### config.mk
export PLATFORM = sky130hd
export DESIGN_NAME = noc_client_rx
export DESIGN_NICKNAME = d
export VERILOG_FILES = /design/src/rtl/noc_client_rx.sv
export SDC_FILE = /design/constraint.sdc
export NUM_CORES = 1
export LEC_CHECK = 0
export BUFFER_PORTS_ARGS = -buffer_cell sky130_fd_sc_hd__buf_2
export CAP_MARGIN = 30
export CORE_ASPECT_RATIO = 1.25
export CORE_MARGIN = 3
export CORE_UTILIZATION = 60
export DETAILED_ROUTE_END_ITERATION = 12
export GPL_ROUTABILITY_DRIVEN = 0
export PLACE_DENSITY = 0.8
export SYNTH_ARGS = -nofsm -noshare
export SYNTH_HDL_FRONTEND = slang
export SYNTH_SLANG_ARGS = --single-unit
### constraint.sdc
create_clock -name clk -period 2.8 [get_ports clk]
set_input_delay 0.56 -clock clk [delete_from_list [all_inputs] [get_ports clk]]
set_output_delay 0.56 -clock clk [all_outputs]
set_load 0.01 [all_outputs]
### src/rtl/noc_client_rx.sv
// Client-side receive buffer: one FIFO per virtual channel fed from the leaf switch,
// drained to the client through a round-robin arbiter.
module noc_client_rx #(
    parameter int N     = 4,
    parameter int A_W   = 4,
    parameter int D_W   = 32,
    parameter int VC_W  = 2,
    parameter int DEPTH = 4
) (
    input  logic                      clk,
    input  logic                      rst_n,
    input  logic [A_W+D_W:0]          i,
    input  logic [VC_W-1:0]           i_v,
    output logic [VC_W-1:0]           i_bp,
    output logic [A_W+D_W:0]          o_data,
    output logic [$clog2(VC_W)-1:0]   o_vc,
    output logic                      o_valid,
    input  logic                      o_ready,
    output logic                      err
);

    localparam int FW = A_W + D_W + 1;
    localparam int PW = $clog2(DEPTH);
    localparam int CW = $clog2(DEPTH + 1);
    localparam int VW = $clog2(VC_W);

    if (N < 1 || VC_W < 2 || DEPTH < 2 || (DEPTH & (DEPTH - 1)) != 0) begin : g_bad_params
        $error("noc_client_rx: illegal parameterisation");
    end

    logic [FW-1:0]   mem_q    [VC_W][DEPTH];
    logic [PW-1:0]   wr_ptr_q [VC_W];
    logic [PW-1:0]   rd_ptr_q [VC_W];
    logic [CW-1:0]   count_q  [VC_W];
    logic [VW-1:0]   rr_q;
    logic [VW-1:0]   hold_vc_q;
    logic            hold_q;
    logic            err_q;

    logic [VC_W-1:0] nonempty;
    logic [VC_W-1:0] eligible;
    logic [VC_W-1:0] push_sel;
    logic [VC_W-1:0] pop_sel;
    logic [VW-1:0]   grant;
    logic            pop;
    logic            multi_v;
    logic            err_d;

    always_comb begin
        for (int v = 0; v < VC_W; v++) begin
            nonempty[v] = (count_q[v] != '0);
            i_bp[v]     = (count_q[v] == CW'(DEPTH));
        end
    end

    // Lowest set bit of the eligible vector picks the single VC that gets pushed.
    assign eligible = i_v & ~i_bp;
    assign push_sel = eligible & (~eligible + 1'b1);
    assign multi_v  = (i_v & (i_v - 1'b1)) != '0;
    assign err_d    = err_q | multi_v | (|(i_v & i_bp));

    // While a presented flit is stalled, the grant is pinned so o_data cannot change under
    // the client when a VC nearer to rr becomes non-empty.
    // NOTE: every variable written in an always_comb gets a default first, so no latch is inferred.
    always_comb begin
        grant = hold_vc_q;
        if (!hold_q) begin
            grant = '0;
            for (int k = VC_W - 1; k >= 0; k--) begin
                if (nonempty[(int'(rr_q) + k) % VC_W]) begin
                    grant = VW'((int'(rr_q) + k) % VC_W);
                end
            end
        end
    end

    assign o_valid = |nonempty;
    assign o_vc    = o_valid ? grant : '0;
    assign o_data  = o_valid ? mem_q[grant][rd_ptr_q[grant]] : '0;
    assign pop     = o_valid & o_ready;
    assign err     = err_q;

    always_comb begin
        pop_sel        = '0;
        pop_sel[grant] = pop;
    end

    // NOTE: sequential state uses non-blocking assignments so every register samples pre-edge values.
    always_ff @(posedge clk or negedge rst_n) begin
        if (!rst_n) begin
            for (int v = 0; v < VC_W; v++) begin
                wr_ptr_q[v] <= '0;
                rd_ptr_q[v] <= '0;
                count_q[v]  <= '0;
            end
            rr_q      <= '0;
            hold_q    <= 1'b0;
            hold_vc_q <= '0;
            err_q     <= 1'b0;
        end else begin
            for (int v = 0; v < VC_W; v++) begin
                if (push_sel[v]) wr_ptr_q[v] <= wr_ptr_q[v] + 1'b1;
                if (pop_sel[v])  rd_ptr_q[v] <= rd_ptr_q[v] + 1'b1;
                if (push_sel[v] && !pop_sel[v]) begin
                    count_q[v] <= count_q[v] + 1'b1;
                end else if (pop_sel[v] && !push_sel[v]) begin
                    count_q[v] <= count_q[v] - 1'b1;
                end
            end
            if (pop) begin
                rr_q <= (grant == VW'(VC_W - 1)) ? '0 : grant + 1'b1;
            end
            hold_q <= o_valid & ~o_ready;
            if (o_valid && !o_ready) begin
                hold_vc_q <= grant;
            end
            err_q <= err_d;
        end
    end

    // NOTE: flit storage is deliberately not reset; pointers and counts alone decide what is valid.
    always_ff @(posedge clk) begin
        for (int v = 0; v < VC_W; v++) begin
            if (push_sel[v]) mem_q[v][wr_ptr_q[v]] <= i;
        end
    end

endmodule

==> results.tsv, run 1 <==
metric	value	unit
outcome	finished, violations left	
violated checks	setup timing	
drt total wl	27.0	mm
H-tree levels	1	
Mapped Cells	597	
pre-CTS setup slack	0.263	ns
post-synthesis sequential area ratio	76.2	%
Crit. End Element	output port	
Via density	6.24	
Congestion Overflow GR	0	
Post-synth EDFFs	296	
Die H	166	um
Slew HR	67.2	%
required time worst endpoint	2.24	ns
Syn. warnings	0	
synth top area cells	edfxtp_1, mux4_2, dfrtp_1, nand2_1, a21oi_1	
Synth Register Bits	314	
hpwl dp	13.6	mm
ANT nets after route	0	
I/O Pins	84	
Die X	134	um
actual slew at the worst max-slew pin	0.492	ns
Layout Skew	0.0117	ns
P&R area growth vs syn	19.1	%
final hold violation count	0	
vias in the first global route	6728	
worst skew pair latency	0.54	ns
Synth cell types	37	
final cycle utilization of the critical path	108	%
unrepaired setup endpoints after global routing	yes	
Buffers on Ports	83	
first-iteration detailed-routing DRC count	680	
syn nets	651	
initial antenna violation count	2	
Final setup violation count	38	
Die ar.	22200	um2
startpoint types	flip-flop	
pin count of the biggest net entering global routing	40	
Core Region	19800	um2
Max Fclk	331	MHz
worst ir drop on vdd	0.581	mV
CTS tree	yes	
critical path's slowest cell	or4_4	
critical-path cell list	or4_4, o311ai_4, buf_6, buf_12, clkbuf_16, nand2_2, a21oi_2, buf_2	
first-pass GRT wire length	39.6	mm
Pre-antenna DRT Iters	5	
cell total after placement	943	
CTS Buf Count	29	
Slew Limit Fails	0	
CTS clk-pin slew, worst paths	0.07	ns
layout cells sized above 1	42.7	%
Tot Pwr	16400	uW
crit-path max FO	5	
CP arrival	2.46	ns
DR vias	6343	
setup_tns	-5.90	ns
CTS max path bufs	3	
Synth top cells by count	edfxtp_1, nand2_1, mux4_2	
Rows	57	
min-delay src	i[28]	
Async S/R FF share, synth	5.73	%
Final Non-Filler Cells	1017	
synthesized area	12300	um2
minimum clock period after layout	3.02	ns
Final Util	73.9	%
share of the synthesized area in the top cell type	72.5	%
Mean Syn Cell Area	20.5	um2
main flop type after synthesis	edfxtp_1	
min-delay worst type	in -> reg	
Pleak	0.00502	uW
DRC	0	
Pwr per Cell Area	1130	nW/um2
Final WS setup	-0.224	ns
Tot GR Track Use	23.7	%
max incr delay on CP	0.59	ns
Critical R2R Launch	count_q[0]	
Worst Setup SP	count_q[0]	
count leader, synth	edfxtp_1	
Max-cap violations	0	
Clock Tree Root	clkbuf_16	
Initial Util	62.0	%
post-synth top area cell	edfxtp_1	
WL/cell	26.5	um
kind of critical path	reg -> out	
CTS Sinks	314	
Final nets	783	
==> state kept, by name, indices dropped and copies added, names as in the netlist <==
name	cells
count_q	6
err	1
hold_q	1
hold_vc_q	1
mem_q	296
rd_ptr_q	4
rr_q	1
wr_ptr_q	4
==> report_power, final <==
| group | internal (uW) | switching, uW | leakage [uW] | total, uW |
|---|---|---|---|---|
| registers | 6060 | 365 | 0.00290 | 6420 |
| clock network | 2200 | 1630 | 0.000454 | 3830 |
| logic | 2890 | 3310 | 0.00167 | 6190 |
| total | 11100 | 5300 | 0.00502 | 16400 |
==> final cells by class <==
| cell class | instances | area [um2] |
|---|---|---|
| Fill cell | 1081 | 5160 |
| Antenna cell | 1 | 2.50 |
| Timing Repair Buffer | 130 | 1040 |
| Clock buffer | 35 | 758 |
| Multi-Input combinational cell | 247 | 2920 |
| Sequential cell | 314 | 9350 |
| Inverter | 7 | 26.3 |
| Tap cell | 265 | 332 |
| Clock inverter | 18 | 164 |
==> placed cells by master, fill, tap and decap left out, drive strengths merged <==
cell type    count
or4              1
dlygate4sd3      1
inv              8
nor3             2
bufinv           3
fa               2
nor2b            1
diode            1
nand4            2
clkinv          13
mux4            74
or2b             1
a21oi           39
nor3b            3
and2             9
nand3            2
dfrtp           18
nand2           75
clkbuf          38
clkinvlp         1
xor2             4
o311a            1
ha              10
a31oi            1
mux2             4
o311ai           1
nor2             5
xnor2            8
edfxtp         296
o21ai            1
buf            126
o21bai           1
==> final timing paths <==
kind                       slack (ns)             to  cells past startpoint
setup / recovery                -0.22     o_data[18]                      8
hold / removal                   0.28  mem_q[1][102]                      1
setup reg to reg                -0.03     count_q[2]                     12
hold reg to reg                  0.52            err                      1
max in group asynchronous        1.92     count_q[0]                      2
min in group asynchronous        0.51            err                      2
==> per-layer routing <==
metal  vias to the layer above  track usage [%]  wire length, um
met5                         -                0                7
met4                         2             10.7              857
met3                        70             4.94             1980
met2                       296             38.2            13800
met1                      3322             31.9            10300
li1                       2653                -                -
==> what timing repair did <==
action,4_1_cts,5_1_grt
pin swaps,4,20
resized for setup,18,58
hold buffers,1,0
gates cloned,2,3
endpoints found under the setup margin,38,40
endpoints found under the hold margin,18,0
buffers inserted,10,4
==> cells by family (layout without fill, tap and decap cells) <==
logic type	count (synthesis)	in the layout	synth area share (%)
compound gates	44	44	2.05
buf+inv	36	190	1.73
other cells	0	1	0
xor+xnor	12	12	0.858
fa+ha+maj	12	12	1.35
mux	78	78	14.0
simple gates	101	101	3.83
flops	314	314	76.2
==> through the flow <==
stage                     instance area, um2  hold WS, ns
after CTS                              14300        0.269
final                                  14600        0.277
after floorplan                        12300        0.264
after global routing                   14600        0.280
after detailed placement               13100        0.498
after global placement                 13100        0.453
==> worst max-delay path: cells and delay by family (launching register included) <==
kind	cells	cell delay [ns]
AO/OA/AOI/OAI	2	0.23
AND/OR/NAND/NOR	2	0.65
buffers and inverters	4	0.62
flip-flops	1	0.42
No activity file was read; power rests on OpenSTA's default activity.
==> run 2: changes to the inputs <==
--- a/config.mk
+++ b/config.mk
@@ -7,7 +7,6 @@
 export LEC_CHECK = 0
 export BUFFER_PORTS_ARGS = -buffer_cell sky130_fd_sc_hd__buf_2
 export CAP_MARGIN = 30
-export CORE_ASPECT_RATIO = 1.25
 export CORE_MARGIN = 3
 export CORE_UTILIZATION = 60
 export DETAILED_ROUTE_END_ITERATION = 12
==> results.tsv, run 2 (same netlist as run 1, synthesis figures left out) <==
metric	value	unit
Max-cap violations	0	
critical-path cell list	or4_4, o311ai_4, buf_12, clkbuf_16, nand2_4, a21oi_4, buf_2	
hold_ws	0.285	ns
startpoint types	flip-flop	
commonest non-fill, non-tap cell in the layout	edfxtp_1	
worst ir drop on vdd	0.689	mV
Initial Util	61.9	%
Pre-antenna DRT Iters	5	
CP arrival	2.38	ns
Core Region	19800	um2
final hold violation count	0	
Tot Pwr	16900	uW
Final setup violation count	40	
first-pass GRT wire length	40.9	mm
Buffers on Ports	83	
Multi-input gate area	2950	um2
worst skew pair latency	0.54	ns
hpwl dp	14.9	mm
Slew Limit Fails	0	
cell total after placement	948	
Final WS setup	-0.138	ns
crit-path max FO	6	
CTS tree	yes	
Pleak	0.00508	uW
vias in the first global route	6867	
unrepaired setup endpoints after global routing	yes	
actual slew at the worst max-slew pin	0.500	ns
routing usage on met1	34.3	%
DR vias	6343	
max incr delay on CP	0.57	ns
Rows	51	
ANT nets after route	0	
CTS clk-pin slew, worst paths	0.06	ns
Layout Skew	0.0149	ns
P&R area growth vs syn	20.3	%
kind of critical path	reg -> out	
Via density	6.25	
Crit. End Element	output port	
layout cells sized above 1	43.4	%
delay-heaviest family, CP	simple AND/OR/NAND/NOR gates	
Final Non-Filler Cells	1015	
minimum clock period after layout	2.94	ns
Worst Path Buf+Inv	3	
min-delay worst type	in -> reg	
Die ar.	22200	um2
routing usage on met3	4.16	%
drt total wl	27.2	mm
flip-flop count of the largest register after layout	296	
Final Util	74.5	%
Final nets	782	
final cycle utilization of the critical path	105	%
outcome	finished, violations left	
CTS max path bufs	3	
Congestion Overflow GR	0	
filler cell count	1070	
register area	9350	um2
Die X	149	um
DRC	0	
CTS Buf Count	29	
Clock Tree Root	clkbuf_16	
initial antenna violation count	0	
Die H	149	um
critical path's slowest cell	or4_4	
first-iteration detailed-routing DRC count	622	
pin count of the biggest net entering global routing	40	
Pwr per Cell Area	1140	nW/um2
required time worst endpoint	2.24	ns
global routing's busiest layer	met2	
most frequent cells in the layout	edfxtp_1, buf_2, mux4_2	
CTS Sinks	314	
H-tree levels	1	
Tot GR Track Use	24.9	%
I/O Pins	84	
WL/cell	26.8	um
Slew HR	66.6	%
Max Fclk	340	MHz
violated checks	setup timing	
met2 GRT Util	40.9	%
-- run 2: cell types whose count changed in the layout (fill, tap and decap cells not counted), moves of 3 or more --
cell and change:
buf_4 -6, nand2_1 -6, buf_12 +5, bufinv_16 +4, clkbuf_1 -4, nand2_2 +4
clkinv_1 +3, clkinv_2 -3, dfrtp_2 -3, dfrtp_4 +3
-- run 2: through the flow --
step | TNS (ns) | worst slack (ns) | area [um2]
after floorplan | 0 | 0.174 | 12300
after global placement | 0 | 0.318 | 13300
after detailed placement | 0 | 0.0985 | 13300
after CTS | -1.91 | -0.0986 | 14400
after global routing | -6.28 | -0.184 | 14700
final | -3.72 | -0.138 | 14700
-- run 2: worst register-to-register path, delay by kind of cell, from the launching register on --
family,cells,cell delay (ns)
buffers and inverters,2,0.23
adders and majority gates,2,0.73
xor gates and xnor gates,2,0.44
and+or+nand+nor,4,0.84
DFF,1,0.48
-- run 2: repair_timing --
action / 4_1_cts / 5_1_grt
resized for setup: 15 / 71
gates cloned: 0 / 3
endpoints found under the setup margin: 39 / 39
setup buffers: 7 / 3
endpoints found under the hold margin: 18 / 0
pin swaps: 3 / 38
hold buffers: 1 / 0
-- run 2: cell type report --
| class | count | share of cell area, % |
|---|---|---|
| diodes | 1 | 0.0170 |
| flip-flops and latches | 314 | 63.4 |
| well taps | 265 | 2.25 |
| repair buffers | 129 | 7.27 |
| multi-input cells | 247 | 20.0 |
| clock inverters | 22 | 1.90 |
| inverters | 7 | 0.178 |
| clock buffers | 30 | 4.95 |
-- run 2: report_power, final --
| part | switching, uW | internal (uW) |
|---|---|---|
| clock network | 1630 | 2520 |
| logic | 3180 | 2940 |
| registers | 537 | 6060 |
| total | 5350 | 11500 |
-- run 2: path summary, 6_finish.rpt --
kind	slack, ns	depth (start not counted)	to	startpoint
setup / recovery	-0.14	7	o_data[30]	count_q[0]
hold / removal	0.29	1	mem_q[0][89]	i[15]
setup reg to reg	-0.06	10	count_q[2]	count_q[4]
hold reg to reg	0.56	1	err	err
max in group asynchronous	1.94	2	rd_ptr_q[0]	rst_n
min in group asynchronous	0.50	2	hold_q	rst_n
-- run 2: per-layer routing --
| metal | share of wire (%) | wire length [um] |
|---|---|---|
| met3 | 8.6 | 2340 |
| met4 | 2.4 | 655 |
| met2 | 52 | 14100 |
| met5 | 0 | 0 |
| met1 | 37 | 10100 |
==> run 3: changes to the inputs <==
==> constraint.sdc (replaced) <==
create_clock -name clk -period 2.8 [get_ports clk]
set_input_delay 0.56 -clock clk [delete_from_list [all_inputs] [get_ports clk]]
set_output_delay 0.56 -clock clk [all_outputs]
set_load 0.02 [all_outputs]
==> results.tsv, run 3 (same netlist as run 1, synthesis figures left out) <==
metric	value	unit
outcome	finished, violations left	
violated checks	setup timing	
Pleak	0.00516	uW
startpoint types	flip-flop	
critical-path cell list	or4_4, o311ai_4, buf_12, buf_12, nand2_1, a21oi_2, buf_6	
H-tree levels	1	
Via density	6.16	
Core Region	19800	um2
final hold violation count	0	
FF-to-FF setup slack	0.10	ns
final cycle utilization of the critical path	104	%
Slew HR	47.3	%
I/O Pins	84	
Tot Pwr	17900	uW
Max-cap violations	0	
Slew Limit Fails	0	
Crit path top cell by count	buf_12	
worst ir drop on vdd	0.747	mV
P&R area growth vs syn	22.1	%
critical path's slowest cell	or4_4	
drt total wl	26.4	mm
unrepaired setup endpoints after global routing	yes	
filler cell count	1004	
Worst R2R Path Depth	9	
layout cells sized above 1	44.7	%
CTS clk-pin slew, worst paths	0.06	ns
Worst setup endpoint	o_data[6]	
Die ar.	22200	um2
kind of critical path	reg -> out	
initial antenna violation count	2	
Initial Util	61.9	%
max incr delay on CP	0.56	ns
cell total after placement	948	
Worst Setup SP	hold_q	
fin area	15000	um2
flip-flop count of the largest register after layout	296	
pin count of the biggest net entering global routing	40	
Layout Skew	0.00775	ns
Multi-input gate area	3030	um2
Max Fclk	345	MHz
hpwl dp	14.7	mm
Final nets	780	
vias in the first global route	6655	
CTS Sinks	314	
worst skew pair latency	0.54	ns
DRC	0	
Final WS setup	-0.102	ns
first-iteration detailed-routing DRC count	604	
required time worst endpoint	2.24	ns
ANT nets after route	0	
Final setup violation count	38	
first-pass GRT wire length	40.0	mm
min-delay worst type	in -> reg	
CTS Buf Count	30	
most frequent cells in the layout	edfxtp_1, mux4_2, buf_2	
minimum clock period after layout	2.90	ns
CP arrival	2.34	ns
Die X	149	um
Pwr per Cell Area	1200	nW/um2
actual slew at the worst max-slew pin	0.789	ns
DR vias	6261	
Rows	51	
crit-path max FO	6	
Crit. End Element	output port	
CTS tree	yes	
commonest non-fill, non-tap cell in the layout	edfxtp_1	
WL/cell	26.0	um
Pre-antenna DRT Iters	5	
Final Non-Filler Cells	1016	
Die H	149	um
Buffers on Ports	83	
Congestion Overflow GR	0	
dpl cell area	13200	um2
CTS max path bufs	3	
Critical R2R Launch	count_q[3]	
register area	9350	um2
min-delay src	i[11]	
Tot GR Track Use	24.3	%
Clock Tree Root	clkbuf_16	
Worst R2R End	count_q[2]	
[run 3: cell count changes in the layout (fill, tap and decap cells not counted), sizes merged]
cell / change
bufinv: -2
clkbuf: +8
clkinv: -4
inv: -1
[run 3: stage by stage]
step           worst slack, ns  util [%]  hold WS, ns  setup TNS, ns
6_report                -0.102      75.6        0.290          -2.14
5_1_grt                 -0.151      75.6        0.281          -4.11
3_5_place_dp             0.251      66.8        0.471              0
3_3_place_gp             0.320      66.8        0.483              0
4_1_cts                 -0.126      74.3        0.270          -3.55
2_1_floorplan           0.0436         -        0.264              0
[run 3: area by class of cell]
| class | instances | area share (%) |
|---|---|---|
| sequential | 314 | 62.5 |
| multi-input combinational | 247 | 20.3 |
| timing repair buffer | 126 | 7.90 |
| clock buffer | 41 | 5.64 |
| tap | 265 | 2.22 |
| clock inverter | 15 | 1.35 |
| inverter | 7 | 0.176 |
| antenna | 1 | 0.0167 |
[run 3: worst min-delay path by stage]
stage	endpoint	slack, ns	depth (start not counted)
finish	mem_q[0][48]	0.29	1
global route	mem_q[1][144]	0.28	1
CTS	mem_q[0][48]	0.27	1
detailed placement	err	0.47	1
global placement	err	0.48	1
floorplan	count_q[0]	0.26	0
[run 3: worst max-delay path, delay by kind of cell (launching register included)]
kind                   cells  cell delay (ns)
DFF                        1             0.39
AOI/OAI and AO/OA          2             0.33
and+or+nand+nor            2             0.63
buffers and inverters      3             0.45
[run 3: per-layer routing]
layer  share of wire [%]  track usage [%]  vias to the layer above
met2                  52             40.4                      290
met4                 2.1             7.83                        2
li1                    -                -                     2654
met3                 7.1             3.89                       60
met5               0.026                0                        -
met1                  39             33.9                     3255
[run 3: what timing repair did]
| action | in CTS | in global routing |
|---|---|---|
| hold endpoints to repair | 18 | 0 |
| endpoints found under the setup margin | 38 | 38 |
| gates cloned | 2 | 0 |
| pin swaps | 28 | 19 |
| buffers inserted | 9 | 0 |
| hold buffers | 1 | 0 |
| resized for setup | 97 | 72 |
[run 3: where the power goes]
part / internal, uW / switching, uW
Sequential: 6050 / 365
Combinational: 3400 / 3900
Clock: 2560 / 1610
